**src/rtl/wb_single_master_if.sv**
```systemverilog
// Request/response and Wishbone signals of the single-transfer initiator.
// The master modport is the initiator side and the slave modport is the client/peripheral side.
interface wb_single_master_if;
  logic        i_req;
  logic        i_req_we;
  logic [31:0] i_req_adr;
  logic [31:0] i_req_data;
  logic        o_req_ready;
  logic        o_rsp_valid;
  logic [31:0] o_rsp_data;
  logic        o_rsp_err;
  logic        o_wb_cyc;
  logic        o_wb_stb;
  logic        o_wb_we;
  logic [31:0] o_wb_adr;
  logic [31:0] o_wb_data;
  logic [31:0] i_wb_data;
  logic        i_wb_ack;

  modport master (
    input  i_req, i_req_we, i_req_adr, i_req_data, i_wb_data, i_wb_ack,
    output o_req_ready, o_rsp_valid, o_rsp_data, o_rsp_err,
           o_wb_cyc, o_wb_stb, o_wb_we, o_wb_adr, o_wb_data
  );

  modport slave (
    output i_req, i_req_we, i_req_adr, i_req_data, i_wb_data, i_wb_ack,
    input  o_req_ready, o_rsp_valid, o_rsp_data, o_rsp_err,
           o_wb_cyc, o_wb_stb, o_wb_we, o_wb_adr, o_wb_data
  );
endinterface

```
**src/rtl/wb_single_master.sv**
```systemverilog
// Wishbone classic single-transfer initiator with a bounded wait per transfer.
// Optional macro WBM_RETRY_EN: retry a timed-out transfer up to MAX_RETRY extra times.
module wb_single_master #(
  parameter int TIMEOUT   = 16,
  parameter int MAX_RETRY = 2
) (
  input logic                i_wb_clk,
  input logic                i_wb_rst_n,
  wb_single_master_if.master bus
);

`ifdef WBM_RETRY_EN
  typedef enum logic [1:0] {IDLE, BUS, RESP, GAP} state_t;
`else
  typedef enum logic [1:0] {IDLE, BUS, RESP} state_t;
`endif

  state_t      r_state;
  state_t      w_stateNext;
  logic [7:0]  r_waitCnt;
  logic        r_wbWe;
  logic [31:0] r_wbAdr;
  logic [31:0] r_wbData;
  logic [31:0] r_rspData;
  logic        r_rspErr;
  logic        w_accept;
  logic        w_ackDone;
  logic        w_timeout;
  logic        w_waitLast;
`ifdef WBM_RETRY_EN
  logic [1:0]  r_retryCnt;
  logic        w_retry;
`endif

  assign w_waitLast = (r_waitCnt == 8'(TIMEOUT - 1));

  // Control outputs are decoded straight from the state register so reset drops cyc/stb at once.
  assign bus.o_req_ready = (r_state == IDLE);
  assign bus.o_rsp_valid = (r_state == RESP);
  assign bus.o_wb_cyc    = (r_state == BUS);
  assign bus.o_wb_stb    = (r_state == BUS);
  assign bus.o_wb_we     = r_wbWe;
  assign bus.o_wb_adr    = r_wbAdr;
  assign bus.o_wb_data   = r_wbData;
  assign bus.o_rsp_data  = r_rspData;
  assign bus.o_rsp_err   = r_rspErr;

  always_ff @(posedge i_wb_clk or negedge i_wb_rst_n) begin
    if (!i_wb_rst_n) r_state <= IDLE;
    else             r_state <= w_stateNext;
  end

  always_comb begin
    w_stateNext = r_state;
    w_accept    = 1'b0;
    w_ackDone   = 1'b0;
    w_timeout   = 1'b0;
`ifdef WBM_RETRY_EN
    w_retry     = 1'b0;
`endif
    case (r_state)
      IDLE: begin
        if (bus.i_req) begin
          w_accept    = 1'b1;
          w_stateNext = BUS;
        end
      end
      BUS: begin
        // An ack on the final allowed cycle takes priority over the timeout.
        if (bus.i_wb_ack) begin
          w_ackDone   = 1'b1;
          w_stateNext = RESP;
        end else if (w_waitLast) begin
`ifdef WBM_RETRY_EN
          if (r_retryCnt < 2'(MAX_RETRY)) begin
            w_retry     = 1'b1;
            w_stateNext = GAP;
          end else
`endif
          begin
            w_timeout   = 1'b1;
            w_stateNext = RESP;
          end
        end
      end
      RESP: w_stateNext = IDLE;
`ifdef WBM_RETRY_EN
      GAP:  w_stateNext = BUS;
`endif
      default: w_stateNext = IDLE;
    endcase
  end

  always_ff @(posedge i_wb_clk or negedge i_wb_rst_n) begin
    if (!i_wb_rst_n) begin
      r_wbWe    <= 1'b0;
      r_wbAdr   <= '0;
      r_wbData  <= '0;
      r_waitCnt <= '0;
      r_rspData <= '0;
      r_rspErr  <= 1'b0;
    end else begin
      if (w_accept) begin
        r_wbWe   <= bus.i_req_we;
        r_wbAdr  <= bus.i_req_adr;
        r_wbData <= bus.i_req_data;
      end
`ifdef WBM_RETRY_EN
      if (w_accept || w_retry) r_waitCnt <= '0;
`else
      if (w_accept) r_waitCnt <= '0;
`endif
      else if (r_state == BUS) r_waitCnt <= r_waitCnt + 8'd1;
      // Response fields hold until the next transfer finishes.
      if (w_ackDone) begin
        r_rspData <= r_wbWe ? 32'd0 : bus.i_wb_data;
        r_rspErr  <= 1'b0;
      end else if (w_timeout) begin
        r_rspData <= 32'd0;
        r_rspErr  <= 1'b1;
      end
    end
  end

`ifdef WBM_RETRY_EN
  always_ff @(posedge i_wb_clk or negedge i_wb_rst_n) begin
    if (!i_wb_rst_n)  r_retryCnt <= '0;
    else if (w_accept) r_retryCnt <= '0;
    else if (w_retry)  r_retryCnt <= r_retryCnt + 2'd1;
  end
`endif

endmodule

```
**src/flat_wrapper.sv**
```systemverilog
// flat-port wrapper written by rule: the top's interface ports become plain ports
module wb_single_master_flat 
#(
  parameter int TIMEOUT   = 16,
  parameter int MAX_RETRY = 2
)
  (i_wb_clk, i_wb_rst_n, bus_i_req, bus_i_req_we, bus_i_req_adr, bus_i_req_data, bus_i_wb_data, bus_i_wb_ack, bus_o_req_ready, bus_o_rsp_valid, bus_o_rsp_data, bus_o_rsp_err, bus_o_wb_cyc, bus_o_wb_stb, bus_o_wb_we, bus_o_wb_adr, bus_o_wb_data);
  wb_single_master_if bus_i ();
  input logic i_wb_clk;
  input logic i_wb_rst_n;
  input wire logic [$bits(bus_i.i_req)-1:0] bus_i_req;
  input wire logic [$bits(bus_i.i_req_we)-1:0] bus_i_req_we;
  input wire logic [$bits(bus_i.i_req_adr)-1:0] bus_i_req_adr;
  input wire logic [$bits(bus_i.i_req_data)-1:0] bus_i_req_data;
  input wire logic [$bits(bus_i.i_wb_data)-1:0] bus_i_wb_data;
  input wire logic [$bits(bus_i.i_wb_ack)-1:0] bus_i_wb_ack;
  output wire logic [$bits(bus_i.o_req_ready)-1:0] bus_o_req_ready;
  output wire logic [$bits(bus_i.o_rsp_valid)-1:0] bus_o_rsp_valid;
  output wire logic [$bits(bus_i.o_rsp_data)-1:0] bus_o_rsp_data;
  output wire logic [$bits(bus_i.o_rsp_err)-1:0] bus_o_rsp_err;
  output wire logic [$bits(bus_i.o_wb_cyc)-1:0] bus_o_wb_cyc;
  output wire logic [$bits(bus_i.o_wb_stb)-1:0] bus_o_wb_stb;
  output wire logic [$bits(bus_i.o_wb_we)-1:0] bus_o_wb_we;
  output wire logic [$bits(bus_i.o_wb_adr)-1:0] bus_o_wb_adr;
  output wire logic [$bits(bus_i.o_wb_data)-1:0] bus_o_wb_data;
  assign bus_i.i_req = bus_i_req;
  assign bus_i.i_req_we = bus_i_req_we;
  assign bus_i.i_req_adr = bus_i_req_adr;
  assign bus_i.i_req_data = bus_i_req_data;
  assign bus_i.i_wb_data = bus_i_wb_data;
  assign bus_i.i_wb_ack = bus_i_wb_ack;
  assign bus_o_req_ready = bus_i.o_req_ready;
  assign bus_o_rsp_valid = bus_i.o_rsp_valid;
  assign bus_o_rsp_data = bus_i.o_rsp_data;
  assign bus_o_rsp_err = bus_i.o_rsp_err;
  assign bus_o_wb_cyc = bus_i.o_wb_cyc;
  assign bus_o_wb_stb = bus_i.o_wb_stb;
  assign bus_o_wb_we = bus_i.o_wb_we;
  assign bus_o_wb_adr = bus_i.o_wb_adr;
  assign bus_o_wb_data = bus_i.o_wb_data;
  wb_single_master #(.TIMEOUT(TIMEOUT), .MAX_RETRY(MAX_RETRY)) u_core (.i_wb_clk(i_wb_clk), .i_wb_rst_n(i_wb_rst_n), .bus(bus_i));
endmodule
```
**config.mk**
```make
export PLATFORM = sky130hd
export DESIGN_NAME = wb_single_master_flat
export DESIGN_NICKNAME = d
export VERILOG_FILES = /design/src/rtl/wb_single_master_if.sv /design/src/rtl/wb_single_master.sv /design/src/flat_wrapper.sv
export SDC_FILE = /design/constraint.sdc
export NUM_CORES = 1
export LEC_CHECK = 0
export ABC_AREA = 1
export BUFFER_PORTS_ARGS = -buffer_cell sky130_fd_sc_hd__buf_2
export CAP_MARGIN = 10
export CORE_MARGIN = 2
export CORE_UTILIZATION = 45
export DETAILED_ROUTE_END_ITERATION = 8
export PLACE_DENSITY = 0.78
export REMOVE_ABC_BUFFERS = 1
export SETUP_SLACK_MARGIN = 0.02
export SYNTH_ARGS = -nofsm -noshare
export SYNTH_HDL_FRONTEND = slang
export SYNTH_SLANG_ARGS = --single-unit
```
**constraint.sdc**
```tcl
create_clock -name i_wb_clk -period 1.4 [get_ports i_wb_clk]
set_input_delay 0.14 -clock i_wb_clk [delete_from_list [all_inputs] [get_ports i_wb_clk]]
set_output_delay 0.14 -clock i_wb_clk [all_outputs]
set_load 0.005 [all_outputs]
```
==> results.py <==
metrics = {
    "final_layout": {
        "finalInstanceArea_um2": 6850,
        "drive_above_1_share": 0.435,
        "diodes": 0,
        "fillerInstances": 575,
        "final_util": 0.744,
        "finalNetCount": 759,
        "area.growth.synth_to_final_pct": 62.0,
    },
    "yosys": {
        "synth.mux.area_fraction": 0.175,
        "synth-seq-area-share": 0.639,
        "synth_edf_count": 0,
        "ys_types": 23,
        "synth_area_um2": 4230,
        "yosys.area.top_type": "dfrtp_1",
        "synthSimpleGateAreaFrac": 0.136,
        "netlist.area_leader.share": 0.639,
        "synthArstFlopShare": 1.00,
        "synth_fa_ha_area_frac": 0.00296,
        "synthXorXnorAreaFrac": 0,
        "synth_area_leaders": "dfrtp_1 (64%), mux2_1 (16%), nand2_1 (10%), buf_6 (1.6%), buf_2 (0.83%)",
        "yosysWarnings": 0,
        "synth_common_cells": "nand2_1 (117), dfrtp_1 (108), mux2_1 (60)",
        "synth_compound_area_frac": 0.0112,
        "synth_ff_type": "dfrtp_1",
        "ys_ff_latch": 108,
        "yosysMostFrequentCell": "nand2_1",
        "syn_inst": 346,
        "synth.avg_cell_area_um2": 12.2,
        "synth_top_family_by_area": "multiplexers",
    },
    "global_routing": {
        "antenna_found_initial": 0,
        "grt_max_degree": 61,
        "grt_pass1_wl_um": 17900,
        "grt_overflow": 0,
        "track_usage": 0.224,
        "grt_pass1_vias": 3875,
    },
    "worst_hold_path": {
        "hold_start": "bus_i_req_data[31]",
        "hold_path_class": "in -> reg",
        "hold-path-endpoint": "u_core.bus.o_wb_data[31]$_DFFE_PN0P_",
        "whs_path_depth": 2,
    },
    "timing": {
        "rsz0062_at_grt": "yes",
        "fin_crit_ns": 1.38,
        "slew_headroom": 0.791,
        "setup_viol": 0,
        "slew_violations": 0,
        "period_share": 0.987,
        "finalHoldViolCount": 0,
        "skew_ns": 0.00987,
        "worst_slew_pin_slew_ns": 0.314,
        "max_freq_mhz": 724,
        "finalSetupTns_ns": 0,
    },
    "critical_path": {
        "crit_chain": "nor2_4 -> nand2_8 -> buf_6 -> mux2_1",
        "cp.arrival_ns": 1.61,
        "worstPathRequired_ns": 1.63,
        "r2r_start": "u_core.r_state[0]$_DFFE_PN0P_",
        "max_stage_delay_ns": 0.46,
        "critPathKind": "reg -> reg",
        "cp-start-kind": "register",
        "r2r-end": "u_core.bus.o_wb_data[15]$_DFFE_PN0P_",
        "reg2reg_slack_ns": 0.02,
        "end_kind": "register",
        "ff2ff_path_depth": 4,
        "cp_max_fo": 9,
        "cpMaxStageDelayCell": "dfrtp_2",
    },
    "place": {
        "placed_area_um2": 5430,
        "port_buffers": 202,
        "dpl.hpwl_um": 6950,
        "place_congestion": 0.802,
    },
    "floorplan": {
        "dieArea_um2": 10200,
        "rows": 35,
        "die_w_um": 101,
        "io_pins": 203,
        "core_um2": 9200,
        "initial_core_util": 0.460,
        "fp.dieH_um": 101,
    },
    "pwr": {
        "p_int_mw": 7.61,
        "p_sw_frac": 0.328,
        "seq_power_share": 0.458,
        "power_mw": 11.3,
        "combPwrFrac": 0.384,
        "power.switching_mw": 3.72,
        "clockPowerShare": 0.158,
        "pwr_density_cell_nw_per_um2": 1660,
        "leakage_nw": 3.67,
        "ir_worst_vdd_mv": 0.811,
    },
    "run": {
        "cap_violations": 0,
    },
    "route": {
        "drt_iter0_drc": 93,
        "drt-total-wl_um": 12600,
        "remaining_drc_errors": 0,
        "ant_nets": 0,
        "vias_per_cell": 4.78,
        "firstDrtPassIters": 4,
        "wl_per_cell_um": 16.3,
        "num_vias": 3697,
    },
    "clock_network": {
        "cts_made_buffers": 9,
        "htree_levels": 3,
        "clk_pin_slew_ns": 0.10,
        "cts_root_buf": "clkbuf_8",
        "tritoncts": "yes",
        "clock_sinks": 108,
        "cts_max_path_buffers": 2,
        "clk-insertion-delay-late_ns": 0.36,
    },
    "outcome": {
        "run_status": "complete, no violations",
    },
}
[stage by stage]
stage / instances / setup slack (ns) / hold slack (ns)
after floorplan: 331 / -0.129 / -0.156
after global placement: 656 / 0.0771 / -0.0500
after detailed placement: 656 / 0.0144 / -0.0501
after CTS: 768 / 0.00867 / 0.00720
after global routing: 773 / -0.0512 / 0.0153
final: 773 / 0.0184 / 0.0313
[flip-flops by register name (all words and copies together), names as in the netlist]
register               cells
u_core.bus.o_wb_adr       32
u_core.r_state             2
u_core.r_waitCnt           8
u_core.bus.o_rsp_err       1
u_core.bus.o_rsp_data     32
u_core.bus.o_wb_data      32
u_core.bus.o_wb_we         1
[power by group through the flow]
stage / registers [mW] / clock network (mW) / logic, mW
final: 5.19 / 1.80 / 4.35
after global placement: 5.05 / 0 / 3.35
after floorplan: 5.21 / 0 / 1.34
after CTS: 5.09 / 1.85 / 3.72
after global routing: 5.33 / 1.94 / 4.76
after detailed placement: 5.13 / 0 / 3.48
[layout by cell type (no fill, tap or decap), drive strengths merged]
master and count:
o21ai 6, nand3 7, buf 218, nand2 120, nor2 10, dfrtp 108, nand3b 1, clkbuf 14
dlygate4sd3 93, nor3 1, mux2 65, nand4 1, ha 1, clkinv 3, o21bai 1, a31oi 1
inv 12
[timing repair]
| item | in CTS | in global routing |
|---|---|---|
| buffers inserted | 3 | 1 |
| endpoints found under the hold margin | 200 | 0 |
| setup endpoints to repair | 20 | 75 |
| cloned | 0 | 4 |
| pin swaps | 1 | 5 |
| gates resized for setup | 2 | 43 |
| hold buffers | 93 | 0 |
[logic make-up after synthesis]
logic type,after synthesis
AO/OA/AOI/OAI,8
adder cells (fa/ha/maj),1
buffers and inverters,24
flip-flops,108
multiplexers,65
AND/OR/NAND/NOR,140
[worst max path at each step]
stage / startpoint / end / slack, ns / cells past startpoint
after CTS: u_core.r_state[0]$_DFFE_PN0P_ / u_core.bus.o_wb_adr[15]$_DFFE_PN0P_ / 0.009 / 4
final: u_core.r_state[0]$_DFFE_PN0P_ / u_core.bus.o_wb_data[15]$_DFFE_PN0P_ / 0.02 / 4
after global routing: u_core.r_waitCnt[1]$_DFFE_PN0P_ / u_core.bus.o_rsp_data[16]$_DFFE_PN0P_ / -0.05 / 7
after floorplan: u_core.r_state[0]$_DFFE_PN0P_ / u_core.bus.o_wb_adr[0]$_DFFE_PN0P_ / -0.13 / 3
after global placement: u_core.r_waitCnt[1]$_DFFE_PN0P_ / u_core.bus.o_rsp_data[4]$_DFFE_PN0P_ / 0.08 / 7
after detailed placement: u_core.r_waitCnt[1]$_DFFE_PN0P_ / u_core.bus.o_rsp_data[24]$_DFFE_PN0P_ / 0.01 / 7
[layout make-up]
cell class | instances | area (µm²) | share of cell area
flip-flops and latches | 108 | 2700 | 0.395
repair buffers | 315 | 2240 | 0.328
multi-input cells | 214 | 1540 | 0.225
well taps | 111 | 139 | 0.0203
clock buffers | 10 | 138 | 0.0201
clock inverters | 6 | 45.0 | 0.00658
inverters | 9 | 36.3 | 0.00530
[worst max-delay path, delay by kind of cell, from the launching register on]
kind,cells,cell delay (ns)
multiplexers,1,0.34
AND/OR/NAND/NOR,2,0.28
flip-flops,1,0.46
buffers and inverters,1,0.16
[per-layer routing]
layer / vias to the layer above / track usage / share of wire
met5: - / 0 / 0
li1: 1739 / - / -
met4: 0 / 0.101 / 0.022
met3: 25 / 0.0596 / 0.070
met1: 1769 / 0.257 / 0.40
met2: 164 / 0.393 / 0.51
Power figures use the tool's default switching activity.
